--- config.mk ---
export PLATFORM = sky130hd
export DESIGN_NAME = hw_gcd_gcd_req_packer_flat
export DESIGN_NICKNAME = d
export VERILOG_FILES = /design/src/rtl/hw_gcd_gcd_req_packer_pkg.sv /design/src/rtl/hw_gcd_gcd_req_packer_if.sv /design/src/rtl/hw_gcd_gcd_req_packer_fifo.sv /design/src/rtl/hw_gcd_gcd_req_packer.sv /design/src/flat_wrapper.sv
export SDC_FILE = /design/constraint.sdc
export NUM_CORES = 1
export LEC_CHECK = 0
export BUFFER_PORTS_ARGS = -buffer_cell sky130_fd_sc_hd__buf_4
export CAP_MARGIN = 20
export CELL_PAD_IN_SITES_DETAIL_PLACEMENT = 1
export CELL_PAD_IN_SITES_GLOBAL_PLACEMENT = 1
export CORE_MARGIN = 2
export CORE_UTILIZATION = 30
export CTS_CLUSTER_SIZE = 24
export DETAILED_ROUTE_END_ITERATION = 10
export PLACE_DENSITY = 0.53
export SLEW_MARGIN = 0
export SYNTH_ARGS = -nofsm -noshare
export SYNTH_HDL_FRONTEND = slang
export SYNTH_SLANG_ARGS = --single-unit
--- constraint.sdc ---
create_clock -name clk -period 3.1 [get_ports clk]
set_clock_uncertainty 0.05 [all_clocks]
set_input_delay 0 -clock clk [delete_from_list [all_inputs] [get_ports clk]]
set_output_delay 0 -clock clk [all_outputs]
set_load 0.02 [all_outputs]
--- src/rtl/hw_gcd_gcd_req_packer_pkg.sv ---
// Shared GCD types: operand and packed {a,b} request payload.
package hw_gcd_GcdPkg;

    localparam int unsigned OPERAND_W = 16;

    typedef logic [OPERAND_W-1:0] gcd_operand_t;

    typedef struct packed {
        gcd_operand_t a;
        gcd_operand_t b;
    } gcd_req_t;

    typedef enum logic {
        ST_IDLE = 1'b0,
        ST_HOLD = 1'b1
    } pack_state_t;

    // Larger operand first so the GCD unit skips its initial swap.
    function automatic gcd_req_t sort_req(input gcd_operand_t a, input gcd_operand_t b);
        gcd_req_t r;
        if (a < b) begin
            r.a = b;
            r.b = a;
        end else begin
            r.a = a;
            r.b = b;
        end
        return r;
    endfunction

endpackage

--- src/rtl/hw_gcd_gcd_req_packer_if.sv ---
// Valid/ready stream interface with a parameterised message type.
interface StreamIntf #(
    parameter type t_msg = logic [15:0]
) ();
    t_msg msg;
    logic val;
    logic rdy;

    modport master (output msg, output val, input rdy);
    modport slave  (input msg, input val, output rdy);
endinterface

--- src/rtl/hw_gcd_gcd_req_packer_fifo.sv ---
// Power-of-two circular request buffer; data storage is not reset.
module hw_gcd_ReqFifo #(
    parameter type         t_entry = logic [31:0],
    parameter int unsigned p_depth = 2
) (
    input  logic   clk,
    input  logic   rst,
    input  logic   push_en,
    input  t_entry push_data,
    input  logic   pop_en,
    output t_entry head,
    output logic   full,
    output logic   empty
);
    localparam int unsigned PTR_W = $clog2(p_depth);
    localparam int unsigned CNT_W = PTR_W + 1;

    logic [PTR_W-1:0] wr_ptr;
    logic [PTR_W-1:0] rd_ptr;
    logic [CNT_W-1:0] count;
    t_entry           mem [p_depth];

    logic do_push;
    logic do_pop;

    assign do_push = push_en && !full;
    assign do_pop  = pop_en && !empty;

    // Pointers wrap naturally because p_depth is a power of two.
    always_ff @(posedge clk) begin
        if (rst) begin
            wr_ptr <= '0;
            rd_ptr <= '0;
            count  <= '0;
        end else begin
            if (do_push) wr_ptr <= wr_ptr + PTR_W'(1);
            if (do_pop)  rd_ptr <= rd_ptr + PTR_W'(1);
            case ({do_push, do_pop})
                2'b10:   count <= count + CNT_W'(1);
                2'b01:   count <= count - CNT_W'(1);
                default: count <= count;
            endcase
        end
    end

    always_ff @(posedge clk) begin
        if (do_push) mem[wr_ptr] <= push_data;
    end

    assign head  = mem[rd_ptr];
    assign full  = (count == CNT_W'(p_depth));
    assign empty = (count == '0);

endmodule

--- src/rtl/hw_gcd_gcd_req_packer.sv ---
// Pairs consecutive 16-bit operands into {a,b} GCD requests and buffers them.
// Optional build macro GCD_PACK_SORT_EN emits {max,min} instead of arrival order.
module hw_gcd_gcd_req_packer
    import hw_gcd_GcdPkg::*;
#(
    parameter int unsigned p_depth = 2
) (
    input  logic      clk,
    input  logic      rst,
    StreamIntf.slave  istream,
    StreamIntf.master ostream
);
    pack_state_t  state;
    pack_state_t  next_state;
    gcd_operand_t a_reg;
    gcd_req_t     push_data;
    gcd_req_t     head;
    logic         push_en;
    logic         pop_en;
    logic         fifo_full;
    logic         fifo_empty;
    logic         in_xfer;

    // Ready depends on registered state only, never on ostream.rdy.
    assign istream.rdy = (state == ST_IDLE) || !fifo_full;
    assign in_xfer     = istream.val && istream.rdy;

    assign ostream.val = !fifo_empty && !rst;
    assign ostream.msg = head;
    assign pop_en      = ostream.val && ostream.rdy;

    always_ff @(posedge clk) begin
        if (rst) state <= ST_IDLE;
        else     state <= next_state;
    end

    always_ff @(posedge clk) begin
        if (state == ST_IDLE && in_xfer) a_reg <= istream.msg;
    end

    always_comb begin
        next_state = state;
        push_en    = 1'b0;
        case (state)
            ST_IDLE: if (in_xfer) next_state = ST_HOLD;
            ST_HOLD: if (in_xfer) begin
                push_en    = 1'b1;
                next_state = ST_IDLE;
            end
            default: next_state = ST_IDLE;
        endcase
    end

`ifdef GCD_PACK_SORT_EN
    assign push_data = sort_req(a_reg, istream.msg);
`else
    assign push_data = '{a: a_reg, b: istream.msg};
`endif

    hw_gcd_ReqFifo #(
        .t_entry (gcd_req_t),
        .p_depth (p_depth)
    ) u_fifo (
        .clk       (clk),
        .rst       (rst),
        .push_en   (push_en),
        .push_data (push_data),
        .pop_en    (pop_en),
        .head      (head),
        .full      (fifo_full),
        .empty     (fifo_empty)
    );

    // Fixed-width line: held operand | occupancy | transferred request.
    function automatic string trace();
        string held;
        string outs;
        held = (state == ST_HOLD) ? $sformatf("%04h", a_reg) : "    ";
        outs = (ostream.val && ostream.rdy) ? $sformatf("%08h", ostream.msg) : "        ";
        return $sformatf("%s|%2d|%s", held, u_fifo.count, outs);
    endfunction

endmodule

--- src/flat_wrapper.sv ---
// flat-port wrapper written by rule: the top's interface ports become plain ports
module hw_gcd_gcd_req_packer_flat import hw_gcd_GcdPkg::*;
#(
    parameter int unsigned p_depth = 2
)
  (clk, rst, istream_msg, istream_val, istream_rdy, ostream_msg, ostream_val, ostream_rdy);
  StreamIntf #(.t_msg(logic [15:0])) istream_i ();
  StreamIntf #(.t_msg(logic [31:0])) ostream_i ();
  input  logic clk;
  input  logic rst;
  input wire logic [$bits(istream_i.msg)-1:0] istream_msg;
  input wire logic [$bits(istream_i.val)-1:0] istream_val;
  output wire logic [$bits(istream_i.rdy)-1:0] istream_rdy;
  output wire logic [$bits(ostream_i.msg)-1:0] ostream_msg;
  output wire logic [$bits(ostream_i.val)-1:0] ostream_val;
  input wire logic [$bits(ostream_i.rdy)-1:0] ostream_rdy;
  assign istream_i.msg = istream_msg;
  assign istream_i.val = istream_val;
  assign istream_rdy = istream_i.rdy;
  assign ostream_msg = ostream_i.msg;
  assign ostream_val = ostream_i.val;
  assign ostream_i.rdy = ostream_rdy;
  hw_gcd_gcd_req_packer #(.p_depth(p_depth)) u_core (.clk(clk), .rst(rst), .istream(istream_i), .ostream(ostream_i));
endmodule
==> impl.org <==
** Floorplanning
- Number of placement rows :: 36
- The core region is 0.00986 mm2.
- The floorplan step defined a die boundary enclosing ~0.011 mm2.
- Effective utilization at floorplan :: 0.312
- Die outline height :: around 110 um
- In this run the horizontal extent of the chip is roughly 110 um.
- In this run the count of I/O pins placed on the die edge is between 50 and 60.

** Detailed routing
- Iteration count of the initial detailed-routing pass :: 4
- The first routing iteration left 28 violations.
- For this block, the routed nets add up to 5.37 mm of wire.
- Via density per instance :: 4.17
- In the routed design, unresolved DRC markers number 0.
- Once detail routing completed, the nets flagged for antenna violations numbered 0.
- Vias after detailed routing :: between 1500 and 2000
- Average detailed-routed wire length per instance :: between 10 and 15 um

** Final layout
- The register with the most flip-flops in the layout has between 60 and 70 of them.
- Once layout is done, the placed cells without fillers occupy roughly 0.004 mm2.
- The number of antenna diodes in the final layout is 0.
- Synthesis-to-layout area growth :: 29.7%
- Final layout net count :: approximately 250
- The sequential cells in the finished layout cover a total of between 0.002 and 0.003 mm2.
- In the final layout, the multi-input gates occupy roughly 520 um2.
- Of the cells placed in the final design, the portion with a size suffix greater than 1 is 0.428.
- The filler cells instantiated in the layout total roughly 990.

** Logic synthesis
- Synthesis produced a netlist whose cell count is about 150.
- Yosys printed 0 warnings.
- Register area share after synthesis :: 0.820
- The synthesized design spends more area on one cell type than any other, namely edfxtp_1.
- Synthesis produced a netlist with a net count of around 170.
- The synthesized design contains 86 register bits.
- The share of synthesized area in the top cell type comes to 0.781.
- Each instance of the synthesized netlist takes up on average about 20 um2.
- By area the synthesized netlist is led by edfxtp_1 (78%), mux2_2 (11%), dfxtp_1 (3.9%), ha_1 (1.2%), mux2_1 (0.73%).
- In this run, distinct cell masters in the synthesized netlist total 19.
- Summed instance area of the synthesized netlist :: between 0.003 and 0.004 mm2

** STA
- The hold violation count in the final report was 0.
- Unrepaired setup endpoints after global routing :: false
- Transition at the pin with the smallest max-transition slack :: roughly 0.84 ns
- The worst pin sits at a relative slew slack of 0.442.
- For the finished layout, the period the worst path requires is 2.24 ns.
- Final slew viol count :: 0
- Final TNS setup :: 0 ns
- Max Clk Rate :: about 450 MHz
- Dividing the final minimum period by the clock period gives 0.724.
- Setup violators final :: 0
- Final Hold Slack :: 0.0253 ns

** Setup path
- Slowest stage cell, crit path :: dfxtp_1
- By instance count, the cell type seen most on the critical path is inv_1.
- Endpoint type of the worst setup path :: flop
- Worst-path fanout max :: 32
- Maximum cell stage delay along the critical path :: 0.44 ns
- Data arrival time of the worst path :: 2.19 ns
- The worst setup path is of the reg -> reg kind.
- At the worst endpoint, the required time is between 3 and 4 ns.
- STA classifies the critical path startpoint as a flop.
- Cells along the critical path :: nor2b_1 -> nand2_1 -> and2_1 -> ha_1 -> inv_1 -> or3_1 -> inv_1 -> buf_4

** GRT
- Total track usage :: 0.103
- The number of global-route vias before repair was approximately 1600.
- Remaining global-route overflow :: 0
- Entering global routing, the biggest net connects 33 pins.
- First-pass GRT wire length :: ~8.6 mm
- Antenna violations before repair :: 0

** CTS
- After clock tree synthesis, the setup repair step added 0 buffers.
- Post-cts resize count :: 0
- CTS built an H-tree with a depth of 3.
- The clock reaches the later pin of the worst-skew pair after ~0.35 ns.
- No sink is reached through more buffers than the 2 on the longest clock path.
- TritonCTS clock tree :: yes
- Clock buffers created by TritonCTS :: 9
- Clk slew on worst S/H paths :: 0.08 ns
- In this run the clock root is driven by a clkbuf_8.
- The tree built by TritonCTS fans out to 86 sinks.

** Place
- RD Place Congestion :: approximately 0.69
- Detailed placement finished with a half-perimeter wire length of 3.21 mm.
- In this run the tool buffered the top-level ports with between 50 and 60 buffer cells.
- Placed standard-cell area :: between 0.003 and 0.004 mm2

** Hold path
- The path class of the tightest hold or removal check is in -> reg.

** Power and ir drop
- Post-route total power :: roughly 0.0023 W
- In this run the power density over the cells is between 500 and 600 mW/mm2.
- Lkg Pwr :: 1.40 nW
- VDD IR-drop max :: between 0.00015 and 0.0002 V

** Job
- Across the run, the number of max-cap violations was 0.

** Status
- Run status :: completed
==> logic make-up (layout without fill, tap and decap cells) <==
| kind of cell | count (synthesis) | in the layout | synth area share |
|---|---|---|---|
| flops | 86 | 86 | 0.820 |
| mux | 32 | 32 | 0.117 |
| simple gates | 15 | 15 | 0.0240 |
| buf+inv | 7 | 92 | 0.00976 |
| compound gates | 5 | 5 | 0.00814 |
| fa+ha+maj | 3 | 3 | 0.0122 |
| xor+xnor | 3 | 3 | 0.00855 |
==> cell type report <==
cell class	count	share of cell area
inverter	3	0.00282
timing repair buffer	73	0.149
multi-input combinational	58	0.131
sequential	86	0.632
clock inverter	7	0.0122
clock buffer	9	0.0310
tap	133	0.0417
==> path summary, 6_finish.rpt <==
path | cells after the start | slack [ns] | endpoint | start
setup / recovery | 8 | 0.86 | u_core.u_fifo.mem[0][16] | u_core.u_fifo.count[0]
hold / removal | 4 | 0.03 | flop | ostream_rdy
setup reg to reg | 8 | 0.86 | u_core.u_fifo.mem[0][16] | u_core.u_fifo.count[0]
hold reg to reg | 0 | 0.40 | u_core.u_fifo.mem[1][21] | u_core.a_reg[5]
==> placed cells by master (no fill, tap or decap), drive strengths merged <==
cell type / n
a21oi: 2
and2: 2
and3: 1
buf: 55
clkbuf: 9
clkinv: 2
clkinvlp: 3
dfxtp: 6
dlygate4sd3: 18
edfxtp: 80
ha: 3
inv: 5
mux2: 32
nand2: 2
nand2b: 1
nor2: 6
nor2b: 1
o21ai: 3
or3: 2
xnor2: 1
xor2: 2
==> metrics by stage <==
step	instances	setup slack [ns]	utilization
floorplan	151	0.625	-
global placement	335	0.888	0.369
detailed placement	335	0.842	0.369
CTS	369	0.816	0.404
global route	369	0.652	0.404
finish	369	0.856	0.404
==> cells in the mapped netlist <==
master / number
a21oi_1: 2
and2_1: 2
and3_1: 1
buf_2: 3
clkbuf_1: 1
dfxtp_1: 6
edfxtp_1: 80
ha_1: 3
inv_1: 3
mux2_1: 2
mux2_2: 30
nand2_1: 2
nand2b_1: 1
nor2_1: 6
nor2b_1: 1
o21ai_0: 3
or3_1: 2
xnor2_1: 1
xor2_1: 2
==> routing by layer <==
metal / vias up / routed length (um) / GRT usage
met4: 0 / 119 / 0.0600
li1: 736 / - / -
met2: 40 / 2620 / 0.166
met3: 11 / 233 / 0.0223
met1: 752 / 2400 / 0.128
met5: - / 0 / 0
==> worst max-delay path: cells and delay by family (launching register included) <==
family	cells	cell delay, ns
simple gates	4	0.70
buf+inv	3	0.52
flops	1	0.44
fa+ha+maj	1	0.18
==> report_power, final <==
group	internal, W	switching (W)	leakage, nW
Combinational	0.000135	0.000148	0.535
Sequential	0.00133	0.0000179	0.784
Clock	0.000292	0.000396	0.0797
Total	0.00175	0.000562	1.40
==> timing repair <==
action                                 CTS  global route
setup endpoints to repair                0             0
hold buffers                            18             0
endpoints found under the hold margin   54             0
No activity file was read; power rests on OpenSTA's default activity.
